**src/rtl/snake_game_ctrl.sv**
```systemverilog
// snake_game_ctrl
// Game sequencer for the 5x7 LED snake datapath. Divides the clock into
// move ticks, commits the button direction (reversals rejected) and walks
// each step through MOVE -> CHECK -> EAT/OVER, keeping score and length.
// It only issues pulses; the coordinate/food datapath does the real work.
//
// Ports:
//   clk, rst_n          clock, asynchronous active-low reset
//   l, r, u, d          direction buttons (level, synchronised), l > r > u > d
//   start               start/restart request (level)
//   hit_food, hit_body  datapath collision flags, sampled in CHECK
//   step                1-cycle pulse: shift snake one cell along dir
//   dir                 committed direction: 00 left, 01 right, 10 up, 11 down
//   grow                1-cycle pulse: keep tail this step
//   food_req            1-cycle pulse: load next food position
//   running             high in WAIT/MOVE/CHECK/EAT
//   game_over           high in OVER
//   score               foods eaten, saturating
//   length              current snake length
module snake_game_ctrl #(
  parameter int TICK_DIV = 50000000,
  parameter int SCORE_W  = 8,
  parameter int MAX_LEN  = 8
) (
  input  logic               clk,
  input  logic               rst_n,
  input  logic               l,
  input  logic               r,
  input  logic               u,
  input  logic               d,
  input  logic               start,
  input  logic               hit_food,
  input  logic               hit_body,
  output logic               step,
  output logic [1:0]         dir,
  output logic               grow,
  output logic               food_req,
  output logic               running,
  output logic               game_over,
  output logic [SCORE_W-1:0] score,
  output logic [3:0]         length
);

  localparam int CNT_W = $clog2(TICK_DIV);

  typedef enum logic [2:0] {
    IDLE, INIT, WAIT, MOVE, CHECK, EAT, OVER
  } state_t;

  state_t             state, next_state;
  logic [CNT_W-1:0]   tick_cnt;
  logic               tick;
  logic [1:0]         pending_dir, pending_next;
  logic [1:0]         req;
  logic               req_vld;

  function automatic logic [SCORE_W-1:0] sat_inc(input logic [SCORE_W-1:0] v);
    return (&v) ? v : v + 1'b1;
  endfunction

  always_comb begin
    next_state = state;
    unique case (state)
      IDLE:  if (start) next_state = INIT;
      INIT:  next_state = WAIT;
      WAIT:  if (tick) next_state = MOVE;
      MOVE:  next_state = CHECK;
      CHECK: begin
        if (hit_body)      next_state = OVER;
        else if (hit_food) next_state = EAT;
        else               next_state = WAIT;
      end
      EAT:   next_state = WAIT;
      OVER:  if (start) next_state = INIT;
      default: next_state = IDLE;
    endcase
  end

  // Direction request: highest-priority button, dropped if it reverses the
  // committed direction. Only listened to while the snake is moving.
  always_comb begin
    req          = 2'b00;
    req_vld      = 1'b0;
    pending_next = pending_dir;
    if (state == WAIT || state == MOVE || state == CHECK) begin
      req_vld = 1'b1;
      if (l)      req = 2'b00;
      else if (r) req = 2'b01;
      else if (u) req = 2'b10;
      else if (d) req = 2'b11;
      else        req_vld = 1'b0;
      if (req_vld && req != (dir ^ 2'b01)) pending_next = req;
    end
  end

  always_ff @(posedge clk or negedge rst_n) begin
    if (!rst_n) begin
      state       <= IDLE;
      step        <= 1'b0;
      grow        <= 1'b0;
      food_req    <= 1'b0;
      running     <= 1'b0;
      game_over   <= 1'b0;
      dir         <= 2'b00;
      pending_dir <= 2'b00;
      score       <= '0;
      length      <= 4'd3;
      tick_cnt    <= '0;
      tick        <= 1'b0;
    end else begin
      state     <= next_state;
      // Pulses and status flags are registered from next_state so they line
      // up with the state they belong to.
      step      <= (next_state == MOVE);
      food_req  <= (next_state == INIT) || (next_state == EAT);
      grow      <= (next_state == EAT) && (length < 4'(MAX_LEN));
      running   <= (next_state == WAIT) || (next_state == MOVE) ||
                   (next_state == CHECK) || (next_state == EAT);
      game_over <= (next_state == OVER);

      if (next_state == INIT) begin
        score       <= '0;
        length      <= 4'd3;
        dir         <= 2'b00;
        pending_dir <= 2'b00;
        tick_cnt    <= '0;
        tick        <= 1'b0;
      end else begin
        pending_dir <= pending_next;
        // The wrap is registered as 'tick'; WAIT leaves on the cycle after,
        // so a WAIT stretch lasts TICK_DIV+1 cycles.
        if (state == WAIT) begin
          if (tick) begin
            tick <= 1'b0;
          end else if (tick_cnt == CNT_W'(TICK_DIV - 1)) begin
            tick_cnt <= '0;
            tick     <= 1'b1;
          end else begin
            tick_cnt <= tick_cnt + 1'b1;
          end
        end
        // Commit includes a request made in the last WAIT cycle.
        if (next_state == MOVE) dir <= pending_next;
        if (next_state == EAT) begin
          score <= sat_inc(score);
          if (length < 4'(MAX_LEN)) length <= length + 4'd1;
        end
      end
    end
  end

endmodule

```
**config.mk**
```make
export PLATFORM = sky130hd
export DESIGN_NAME = snake_game_ctrl
export DESIGN_NICKNAME = d
export VERILOG_FILES = /design/src/rtl/snake_game_ctrl.sv
export SDC_FILE = /design/constraint.sdc
export NUM_CORES = 1
export LEC_CHECK = 0
export BUFFER_PORTS_ARGS = -buffer_cell sky130_fd_sc_hd__buf_2
export CAP_MARGIN = 20
export CORE_MARGIN = 1.5
export CORE_UTILIZATION = 25
export DETAILED_ROUTE_END_ITERATION = 7
export GPL_TIMING_DRIVEN = 0
export SLEW_MARGIN = 20
export SYNTH_ARGS = -nofsm -noshare
export SYNTH_HDL_FRONTEND = slang
export SYNTH_SLANG_ARGS = --single-unit
```
**constraint.sdc**
```tcl
create_clock -name clk -period 2.97 [get_ports clk]
set_input_delay 0.297 -clock clk [delete_from_list [all_inputs] [get_ports clk]]
set_output_delay 0.297 -clock clk [all_outputs]
set_load 0.01 [all_outputs]
```
Word-level counts from Yosys, hierarchy flattened
Cells that the tools add are included.
- memory bits (writable): 0
- logic and storage cells: 86
- bits in registers: 51
- input port bits: 9
- output and inout bits: 19
- memories: 0
- latch bits: 0
- bits in read-only memories: 0
- bitwise operators: 1
- divide/modulo/power cells: 0
- reduce and logical (&&, ||, !) cells: 19
- eq/ne operators: 16
- muxes and demuxes: 34
- $mul: 0
- shift-type cells: 0
- $lt $le $gt $ge: 1
- add/sub/neg operators: 3
- operators by type and width (operator ; number):
    2-to-1 mux 26 bit ; 4
    adder 26 x 1 -> 26 bit, second input constant ; 1
    == test 26 bit, second input constant ; 1
    2-to-1 mux 8 bit ; 3
    2-to-1 mux 2 bit ; 10
    == test 3 bit, second input constant ; 6
    case mux 3 bit (5 select lines) ; 1
    == test 3 x 2 -> 1 bit, second input constant ; 4
    2-to-1 mux 3 bit ; 4
    2-to-1 mux 4 bit ; 3
    2-to-1 mux 1 bit ; 9
    adder 8 x 1 -> 8 bit, second input constant ; 1
    AND reduction 8 bit ; 1
    nonzero test 2 bit ; 4
    == test 3 x 1 -> 1 bit, second input constant ; 2
    logical OR 1 bit ; 6
    AND reduction 2 bit ; 3
    adder 4 x 1 -> 4 bit, second input constant ; 1
    less-than comparator 4 bit, second input constant ; 1
    OR reduction 2 bit ; 2
    zero test 3 bit ; 1
    logical AND 1 bit ; 2
    inequality test 2 x 1 -> 1 bit, second input constant ; 1
    inequality test 2 bit ; 1
    other kinds (2) ; 2

Logic depth before layout (Yosys ltp)
Gate-level depths: netlist of run 1.
- word-level depth: 11
- depth in mapped cells: 8
- mapped depth without buffers: 7

Worst setup path after synthesis of run 1
OpenSTA, ideal clock, no wires.
- kind: flip-flop to flip-flop
- start point: reg tick_cnt[10]
- end point: reg tick_cnt[10]
- buffers on the path: 1
- library setup time: 0.129 ns
- arrival time: 1.621 ns
- clock period less this slack: 1.750 ns
- data required time: 2.841 ns
- slack: 1.220 ns
- cell stages (with the launch flop): 6
- cell sequence: dfrtp_1 nor4_2 nand4_2 o31ai_2 buf_6 o31ai_1
- cells in the longest elaborated chain, start to end: 5
- elaborated cells on any way between the ends: 6
- classes of those cells: add/sub: 1; eq/ne: 1; mux: 4
- ends and longest elaborated chain (element ; RTL line ; RTL):
    from (decl) ; 51 ; logic [CNT_W-1:0] tick_cnt;
    from (signal assigned) ; 139 ; tick_cnt <= tick_cnt + 1'b1;
    adder 26 x 1 -> 26 bit or == test 26 bit (tied branches) ; 139, 135 ;
    2-to-1 mux 26 bit (*) ; 135 ; end else if (tick_cnt == CNT_W'(TICK_DIV - 1)) begin
    2-to-1 mux 26 bit (*) ; 133 ; if (tick) begin
    2-to-1 mux 26 bit (*) ; 132 ; if (state == WAIT) begin
    2-to-1 mux 26 bit (*) ; 121 ; if (next_state == INIT) begin
Every way passes the cells marked *; elsewhere a longest branch is shown, timed or not. The select of a mux whose other input is x is not followed.
A chain may end at the register's enable or synchronous reset.

Worst setup path in the final report of run 1
Ends and elaborated chain as after synthesis.

==> PnR_summary.wiki, run 1 <==
{| class="wikitable"
! Metric !! Value
|-
| Async set-reset flop share out of synthesis || 100%
|-
| Reg clk slew, reported paths || 70 ps
|-
| Detail-routed via count per cell || 5.20
|-
| Area taken by flip-flops and latches || 1280 um^2
|-
| TritonCTS clock tree || done
|-
| Total global-route track usage || 11.8%
|-
| Floorplan die area || 12300 um^2
|-
| Netlist area before placement || 2920 um^2
|-
| Area of the multi-input gates || 1500 um^2
|-
| Resize count post-CTS || 0
|-
| PD cells || 720 nW/um^2
|-
| Area contributors post-synth || sky130_fd_sc_hd__dfrtp_1 42%, sky130_fd_sc_hd__nand2_1 4.2%, sky130_fd_sc_hd__nand3_1 4.1%, sky130_fd_sc_hd__a21oi_1 3.3%, sky130_fd_sc_hd__nor2_1 3.2%
|-
| Final-report max-slew violation count || 0
|-
| Horizontal die dimension || 111 um
|-
| Highest ir drop seen on vdd || 0.411 mV
|-
| Postcts setup bufs || 0
|-
| Via count || 2590
|-
| Ant diodes || 0
|-
| Number of nets in the final layout || 366
|-
| Fraction of layout cells with a size suffix above 1 || 17.2%
|-
| Mapped Avg Cell Area || 9.11 um^2
|-
| Core region area || 11400 um^2
|-
| Synthesized netlist cell count || 320
|-
| Pre-Repair DR Iteration Count || 4
|-
| Vias in the first global route || 2529
|-
| Critical Path Source Type || register
|-
| Share of the yosys chip area belonging to registers || 43.9%
|-
| Max Fclk || 462 MHz
|-
| Critical setup path kind || reg -> reg
|-
| Synth warn || 0
|-
| Post-detailed-route wirelength per cell || 13.9 um
|-
| Count of clock tree sinks || 51
|-
| Setup repair after global routing missed its margin || no
|-
| Total global routing overflow || 0
|-
| Maximum buffer depth of the clock tree || 2
|-
| Cell type contributing the most total cell area after synthesis || sky130_fd_sc_hd__dfrtp_1
|-
| Path class of the lowest-slack min-delay path || in -> async
|-
| Syn-to-layout area delta || 15.7%
|-
| Area post-placement || 3230 um^2
|-
| Number of levels the H-tree was split into || 2
|-
| Data required time of the worst path || 3140 ps
|-
| Drt initial violations || 163
|-
| I/O pin cnt || 28
|-
| Post-synth net total || 332
|-
| Top-count cell post-synth || sky130_fd_sc_hd__dfrtp_1
|-
| Die Y || 111 um
|-
| Number of max-capacitance violations reported || 0
|-
| Fillers || 1218
|-
| Wire length after detailed routing || 6910 um
|-
| #FFs+latches synth || 51
|-
| Insertion delay of the later-clocked pin in the worst-skew pair || 290 ps
|-
| Number of nets with antenna violations after routing || 0
|-
| Std-Cell Rows || 39
|-
| Number of buffers inserted by port buffering || 27
|-
| Setup Viol. Count Final || 0
|-
| Data arrival at the endpoint of the critical path || 2330 ps
|-
| Number of distinct library cell variants in the gate-level netlist after synthesis || 56
|-
| Sum of negative setup slack || 0 ps
|-
| Num CTS Buffers || 5
|-
| Number of hold-repair buffers added at the cts stage || 0
|-
| Leading register cell type out of synthesis || sky130_fd_sc_hd__dfrtp_1
|-
| Crit-path max FO || 10
|-
| Total count of hold-check failures in the final report || 0
|-
| Final design area excluding fillers || 3370 um^2
|-
| Relative slew slack || 49.4%
|-
| Pleak || 1.45 nW
|-
| GPL Wtd Cong || 0.819
|-
| Number of flops mapped to enable cells by yosys || 0
|-
| Max Clock Skew || 3.98 ps
|-
| DRC errors left || 0
|-
| Initial standard-cell utilization of the core || 25.5%
|-
| Pin slew with the least headroom to its limit || 754 ps
|-
| Fraction of synthesized cell area taken by the top area cell type || 42.1%
|-
| Share of the clock period used by the worst path after layout || 72.9%
|-
| Clock root buffer || sky130_fd_sc_hd__clkbuf_16
|-
| Post-layout minimum cycle time || 2170 ps
|-
| Status || complete, no violations
|-
| Wire length of the first global-routing pass || 12200 um
|-
| Maximum number of pins on one net before global-route repair || 52
|-
| CP Capture Type || register
|-
| Initial antenna violation count || 0
|-
| Post-DP HPWL || 4780 um
|-
| Post-synth top cells || 49 x sky130_fd_sc_hd__dfrtp_1, 33 x sky130_fd_sc_hd__nand2_1, 25 x sky130_fd_sc_hd__nor2_1, 24 x sky130_fd_sc_hd__nand3_1, 19 x sky130_fd_sc_hd__a21oi_1
|}
-- critical path: stages, from the launching register on --
cell and delay [ps]:
sky130_fd_sc_hd__dfrtp_1 440, sky130_fd_sc_hd__nor4_2 370, sky130_fd_sc_hd__nand4_2 200, sky130_fd_sc_hd__o31ai_2 690, sky130_fd_sc_hd__buf_6 240, sky130_fd_sc_hd__o31ai_1 90
-- stage by stage --
| stage | instances | hold WS [ps] | utilization (%) | worst slack (ps) | total power, mW |
|---|---|---|---|---|---|
| floorplan | 320 | 1.41 | - | 1220 | 1.57 |
| global placement | 490 | 465 | 28.3 | 817 | 1.86 |
| detailed placement | 490 | 378 | 28.3 | 809 | 1.88 |
| CTS | 498 | 63.6 | 29.5 | 794 | 2.45 |
| global route | 498 | 94.2 | 29.5 | 616 | 2.62 |
| finish | 498 | 31.6 | 29.5 | 804 | 2.43 |
-- sequential cells by signal (all words and copies together), names as in the netlist --
| register | count |
|---|---|
| score | 8 |
| food_req | 1 |
| tick | 1 |
| grow | 1 |
| dir | 2 |
| step | 1 |
| running | 1 |
| state | 3 |
| length | 4 |
| tick_cnt | 26 |
| game_over | 1 |
| pending_dir | 2 |
-- metal layers --
| metal | global-route usage [%] | share of wire [%] |
|---|---|---|
| met1 | 15.5 | 48 |
| met2 | 19.9 | 47 |
| met5 | 0 | 0 |
| met4 | 3.59 | 1.2 |
| met3 | 1.80 | 3.8 |
-- layout make-up --
cell class                 count  share of cell area (%)
buffer                        16                    3.00
clock buffer                   6                    3.82
clock inverter                 2                   0.371
inverter                       9                    1.00
multi-input combinational    244                    44.5
sequential                    51                    37.9
tap                          143                    5.30
timing repair buffer          27                    4.08
-- final timing paths --
kind	from	end	slack [ps]	cells past startpoint
worst max register to register	tick_cnt[10]$_DFFE_PN0P_	tick_cnt[10]$_DFFE_PN0P_	800	5
max in group asynchronous	rst_n	tick_cnt[4]$_DFFE_PN0P_	2500	1
min in group clk	hit_body	state[0]$_DFF_PN0_	400	3
worst max-delay path	tick_cnt[10]$_DFFE_PN0P_	tick_cnt[10]$_DFFE_PN0P_	800	5
worst min register to register	tick_cnt[14]$_DFFE_PN0P_	tick_cnt[14]$_DFFE_PN0P_	490	1
worst min-delay path	rst_n	tick_cnt[23]$_DFFE_PN0P_	30	1
-- power by group --
| part | leakage [nW] | total, mW | switching [mW] | internal [mW] |
|---|---|---|---|---|
| Combinational | 0.695 | 0.957 | 0.634 | 0.322 |
| Sequential | 0.692 | 0.906 | 0.0969 | 0.809 |
| Clock | 0.0669 | 0.568 | 0.256 | 0.312 |
-- cells by family (layout without fill, tap and decap cells) --
logic type / Yosys count / count (layout) / synth area share (%)
mux: 3 / 3 / 1.07
compound gates: 87 / 87 / 19.3
xor+xnor: 5 / 5 / 1.50
flops: 51 / 51 / 43.9
fa+ha+maj: 3 / 3 / 1.29
buf+inv: 25 / 60 / 4.63
simple gates: 146 / 146 / 28.4
-- cells in the final DEF (no fill, tap or decap), types with 2 or more instances in the layout --
cell,instances
sky130_fd_sc_hd__dfrtp_1,49
sky130_fd_sc_hd__nand2_1,33
sky130_fd_sc_hd__buf_2,32
sky130_fd_sc_hd__nor2_1,25
sky130_fd_sc_hd__nand3_1,24
sky130_fd_sc_hd__a21oi_1,19
sky130_fd_sc_hd__o21ai_0,18
sky130_fd_sc_hd__o31ai_1,12
sky130_fd_sc_hd__and3_1,11
sky130_fd_sc_hd__o211ai_1,10
sky130_fd_sc_hd__a31oi_1,9
sky130_fd_sc_hd__inv_1,8
sky130_fd_sc_hd__nand4_1,8
sky130_fd_sc_hd__nand2b_1,7
sky130_fd_sc_hd__nor2b_1,7
sky130_fd_sc_hd__and4_1,5
sky130_fd_sc_hd__clkbuf_1,5
sky130_fd_sc_hd__clkbuf_16,5
sky130_fd_sc_hd__buf_6,4
sky130_fd_sc_hd__nor3_1,4
sky130_fd_sc_hd__or3_1,4
sky130_fd_sc_hd__o21ai_1,4
sky130_fd_sc_hd__a21boi_0,3
sky130_fd_sc_hd__xor2_1,3
sky130_fd_sc_hd__ha_1,3
sky130_fd_sc_hd__a211oi_1,2
sky130_fd_sc_hd__mux2i_1,2
sky130_fd_sc_hd__buf_4,2
sky130_fd_sc_hd__xnor2_1,2
sky130_fd_sc_hd__a22o_1,2
sky130_fd_sc_hd__o21ai_2,2
sky130_fd_sc_hd__nor4_1,2
sky130_fd_sc_hd__nand3b_1,2
sky130_fd_sc_hd__dfstp_2,2
Note: power is estimated with default switching activity, not from simulation.
==> run 2, diff against run 1 <==
==> constraint.sdc (replaced) <==
create_clock -name clk -period 1.78 [get_ports clk]
set_input_delay 0.178 -clock clk [delete_from_list [all_inputs] [get_ports clk]]
set_output_delay 0.178 -clock clk [all_outputs]
set_load 0.01 [all_outputs]
==> PnR_summary.wiki, run 2 (synthesis gave the netlist of run 1 again) <==
{| class="wikitable"
! Metric !! Value
|-
| Horizontal die dimension || 111 um (unchanged)
|-
| CP Capture Type || register (unchanged)
|-
| Data required time of the worst path || 1960 ps (was 3140 ps)
|-
| Power Internal || 2.87 mW (was 1.44 mW)
|-
| Violated checks || negative setup slack
|-
| Fraction of layout cells with a size suffix above 1 || 33.0% (was 17.2%)
|-
| Relative slew slack || 55.9% (was 49.4%)
|-
| Critical Path Source Type || register (unchanged)
|-
| Share of total power consumed by net switching || 39.1% (was 40.6%)
|-
| Max Clock Skew || 2.78 ps (was 3.98 ps)
|-
| Critical-path cell list || nor4_4 > nand4_4 > buf_4 > o31ai_4 > buf_4 > nor2_1 > nand2_1 > nand2_1 (was nor4_2 > nand4_2 > o31ai_2 > buf_6 > o31ai_1)
|-
| Worst slack, placed || -381 ps (was 809 ps)
|-
| Hold_ws || 247 ps (was 31.6 ps)
|-
| Final-report max-slew violation count || 0 (unchanged)
|-
| Total global routing overflow || 0 (unchanged)
|-
| Reg clk slew, reported paths || 70 ps (about the same)
|-
| Initial antenna violation count || 0 (unchanged)
|-
| Via count || 2736 (was 2590)
|-
| Ant diodes || 0 (unchanged)
|-
| Post-layout minimum cycle time || 1890 ps (was 2170 ps)
|-
| Share of the clock period used by the worst path after layout || 106% (was 72.9%)
|-
| Clock root buffer || sky130_fd_sc_hd__clkbuf_16 (unchanged)
|-
| Wire length of the first global-routing pass || 13300 um (was 12200 um)
|-
| Post-detailed-route wirelength per cell || 14.6 um (was 13.9 um)
|-
| I/O pin cnt || 28 (unchanged)
|-
| Final design area excluding fillers || 3840 um^2 (was 3370 um^2)
|-
| Max Fclk || 530 MHz (was 462 MHz)
|-
| Top library cells by usage in the layout, fill and taps aside || 42 x sky130_fd_sc_hd__dfrtp_1, 35 x sky130_fd_sc_hd__buf_4, 32 x sky130_fd_sc_hd__nand2_1, 31 x sky130_fd_sc_hd__buf_2, 23 x sky130_fd_sc_hd__nor2_1 (was 49 x sky130_fd_sc_hd__dfrtp_1, 33 x sky130_fd_sc_hd__nand2_1, 32 x sky130_fd_sc_hd__buf_2, 25 x sky130_fd_sc_hd__nor2_1, 24 x sky130_fd_sc_hd__nand3_1)
|-
| Number of max-capacitance violations reported || 0 (unchanged)
|-
| Maximum buffer depth of the clock tree || 2 (unchanged)
|-
| DRC errors left || 0 (unchanged)
|-
| Syn-to-layout area delta || 31.7% (was 15.7%)
|-
| Sum of negative setup slack || -1670 ps (was 0 ps)
|-
| Path class of the lowest-slack min-delay path || in -> reg (was in -> async)
|-
| Net switching power of the design || 1.84 mW (was 987 uW)
|-
| Crit-path max FO || 4 (was 10)
|-
| Drt initial violations || 145 (was 163)
|-
| Count of clock tree sinks || 51 (unchanged)
|-
| Std-Cell Rows || 39 (unchanged)
|-
| Data arrival at the endpoint of the critical path || 2070 ps (was 2330 ps)
|-
| Wire length after detailed routing || 7770 um (was 6910 um)
|-
| Sequential share of power || 31.7% (was 37.3%)
|-
| Pre-Repair DR Iteration Count || 4 (unchanged)
|-
| Vias in the first global route || 2744 (was 2529)
|-
| CP max stage delay || 420 ps (was 690 ps)
|-
| Critical setup path kind || reg -> reg (unchanged)
|-
| Critical-path top delay cell || sky130_fd_sc_hd__dfrtp_2 (was sky130_fd_sc_hd__o31ai_2)
|-
| Number of levels the H-tree was split into || 2 (unchanged)
|-
| Final core utilization || 33.6% (was 29.5%)
|-
| Core region area || 11400 um^2 (unchanged)
|-
| Final standard cell count with taps included and fillers excluded || 534 (was 498)
|-
| Initial standard-cell utilization of the core || 25.5% (unchanged)
|-
| Register with the highest flop count || tick_cnt (unchanged)
|-
| Post-DP HPWL || 4780 um (unchanged)
|-
| Insertion delay of the later-clocked pin in the worst-skew pair || 290 ps (about the same)
|-
| Highest ir drop seen on vdd || 0.669 mV (was 0.411 mV)
|-
| Placed Cells incl. Taps || 490 (unchanged)
|-
| Number of nets with antenna violations after routing || 0 (unchanged)
|-
| PD cells || 1230 nW/um^2 (was 720 nW/um^2)
|-
| Pleak || 1.67 nW (was 1.45 nW)
|-
| Most frequent standard cell in the layout excluding fill and tap cells || sky130_fd_sc_hd__dfrtp_1 (unchanged)
|-
| TritonCTS clock tree || done (unchanged)
|-
| Largest regs || tick_cnt (26), score (8), length (4) (unchanged)
|-
| Die Y || 111 um (unchanged)
|-
| Setup Viol. Count Final || 22 (was 0)
|-
| Status || complete, but fails checks (was complete, no violations)
|-
| Share of power burned in combinational logic || 48.1% (was 39.4%)
|-
| Maximum number of pins on one net before global-route repair || 52 (unchanged)
|-
| Total power after layout || 4.71 mW (was 2.43 mW)
|-
| Total global-route track usage || 12.9% (was 11.8%)
|-
| Number of nets in the final layout || 402 (was 366)
|-
| Worst Slack Setup Final || -107 ps (was 804 ps)
|-
| Setup repair after global routing missed its margin || yes (was no)
|-
| Detail-routed via count per cell || 5.12 (was 5.20)
|-
| Floorplan die area || 12300 um^2 (unchanged)
|-
| Relative contribution of the clock network to total power || 20.2% (was 23.4%)
|-
| GPL Wtd Cong || 0.819 (unchanged)
|-
| Num CTS Buffers || 5 (unchanged)
|-
| Number of buffers inserted by port buffering || 27 (unchanged)
|-
| Number of flip-flops under the largest register name || 26 (unchanged)
|-
| Total count of hold-check failures in the final report || 0 (unchanged)
|-
| Pin slew with the least headroom to its limit || 662 ps (was 754 ps)
|-
| Area post-placement || 3230 um^2 (unchanged)
|}
## run 2: worst paths after layout
kind | start | end | slack, ps | depth (start not counted)
max | tick_cnt[11]$_DFFE_PN0P_ | tick_cnt[25]$_DFFE_PN0P_ | -110 | 8
min | hit_body | state[0]$_DFF_PN0_ | 250 | 3
max reg2reg | tick_cnt[11]$_DFFE_PN0P_ | tick_cnt[25]$_DFFE_PN0P_ | -110 | 8
min reg2reg | tick_cnt[23]$_DFFE_PN0P_ | tick_cnt[23]$_DFFE_PN0P_ | 490 | 1
max in group asynchronous | rst_n | tick_cnt[8]$_DFFE_PN0P_ | 820 | 2
min in group asynchronous | rst_n | tick_cnt[16]$_DFFE_PN0P_ | 460 | 2
## run 2: final cells by class
| class | count | area [um^2] |
|---|---|---|
| clock inverters | 2 | 12.5 |
| clock buffers | 6 | 129 |
| plain buffers | 13 | 104 |
| flip-flops and latches | 51 | 1290 |
| repair buffers | 65 | 430 |
| multi-input cells | 245 | 1660 |
| fillers | 1179 | 7580 |
| well taps | 143 | 179 |
| inverters | 9 | 33.8 |
## run 2: critical path: cells and delay by family (launching register included)
| family | cells | cell delay, ps |
|---|---|---|
| AND/OR/NAND/NOR | 5 | 690 |
| flip-flops | 1 | 420 |
| AO/OA/AOI/OAI | 1 | 300 |
| buffers and inverters | 2 | 360 |
## run 2: routing by layer
layer	vias to the layer above	wire [um]	share of wire, %	track usage (%)
met2	56	3870	50	21.9
met3	11	256	3.3	1.97
li1	1319	-	-	-
met4	0	131	1.7	4.62
met5	-	0	0	0
met1	1350	3510	45	16.5
## run 2: timing repair
item,4_1_cts,5_1_grt
setup endpoints to repair,36,42
hold buffers,1,0
cloned,3,0
pin swaps,14,19
setup buffers,23,13
resized for setup,24,27
endpoints found under the hold margin,49,0
## run 2: power groups by stage
stage / logic [mW] / registers [mW] / clock network (mW)
after global routing: 2.48 / 1.52 / 1.03
after floorplan: 1.08 / 1.54 / 0
after detailed placement: 1.61 / 1.53 / 0
final: 2.27 / 1.50 / 0.951
after global placement: 1.57 / 1.53 / 0
after CTS: 2.10 / 1.50 / 0.977
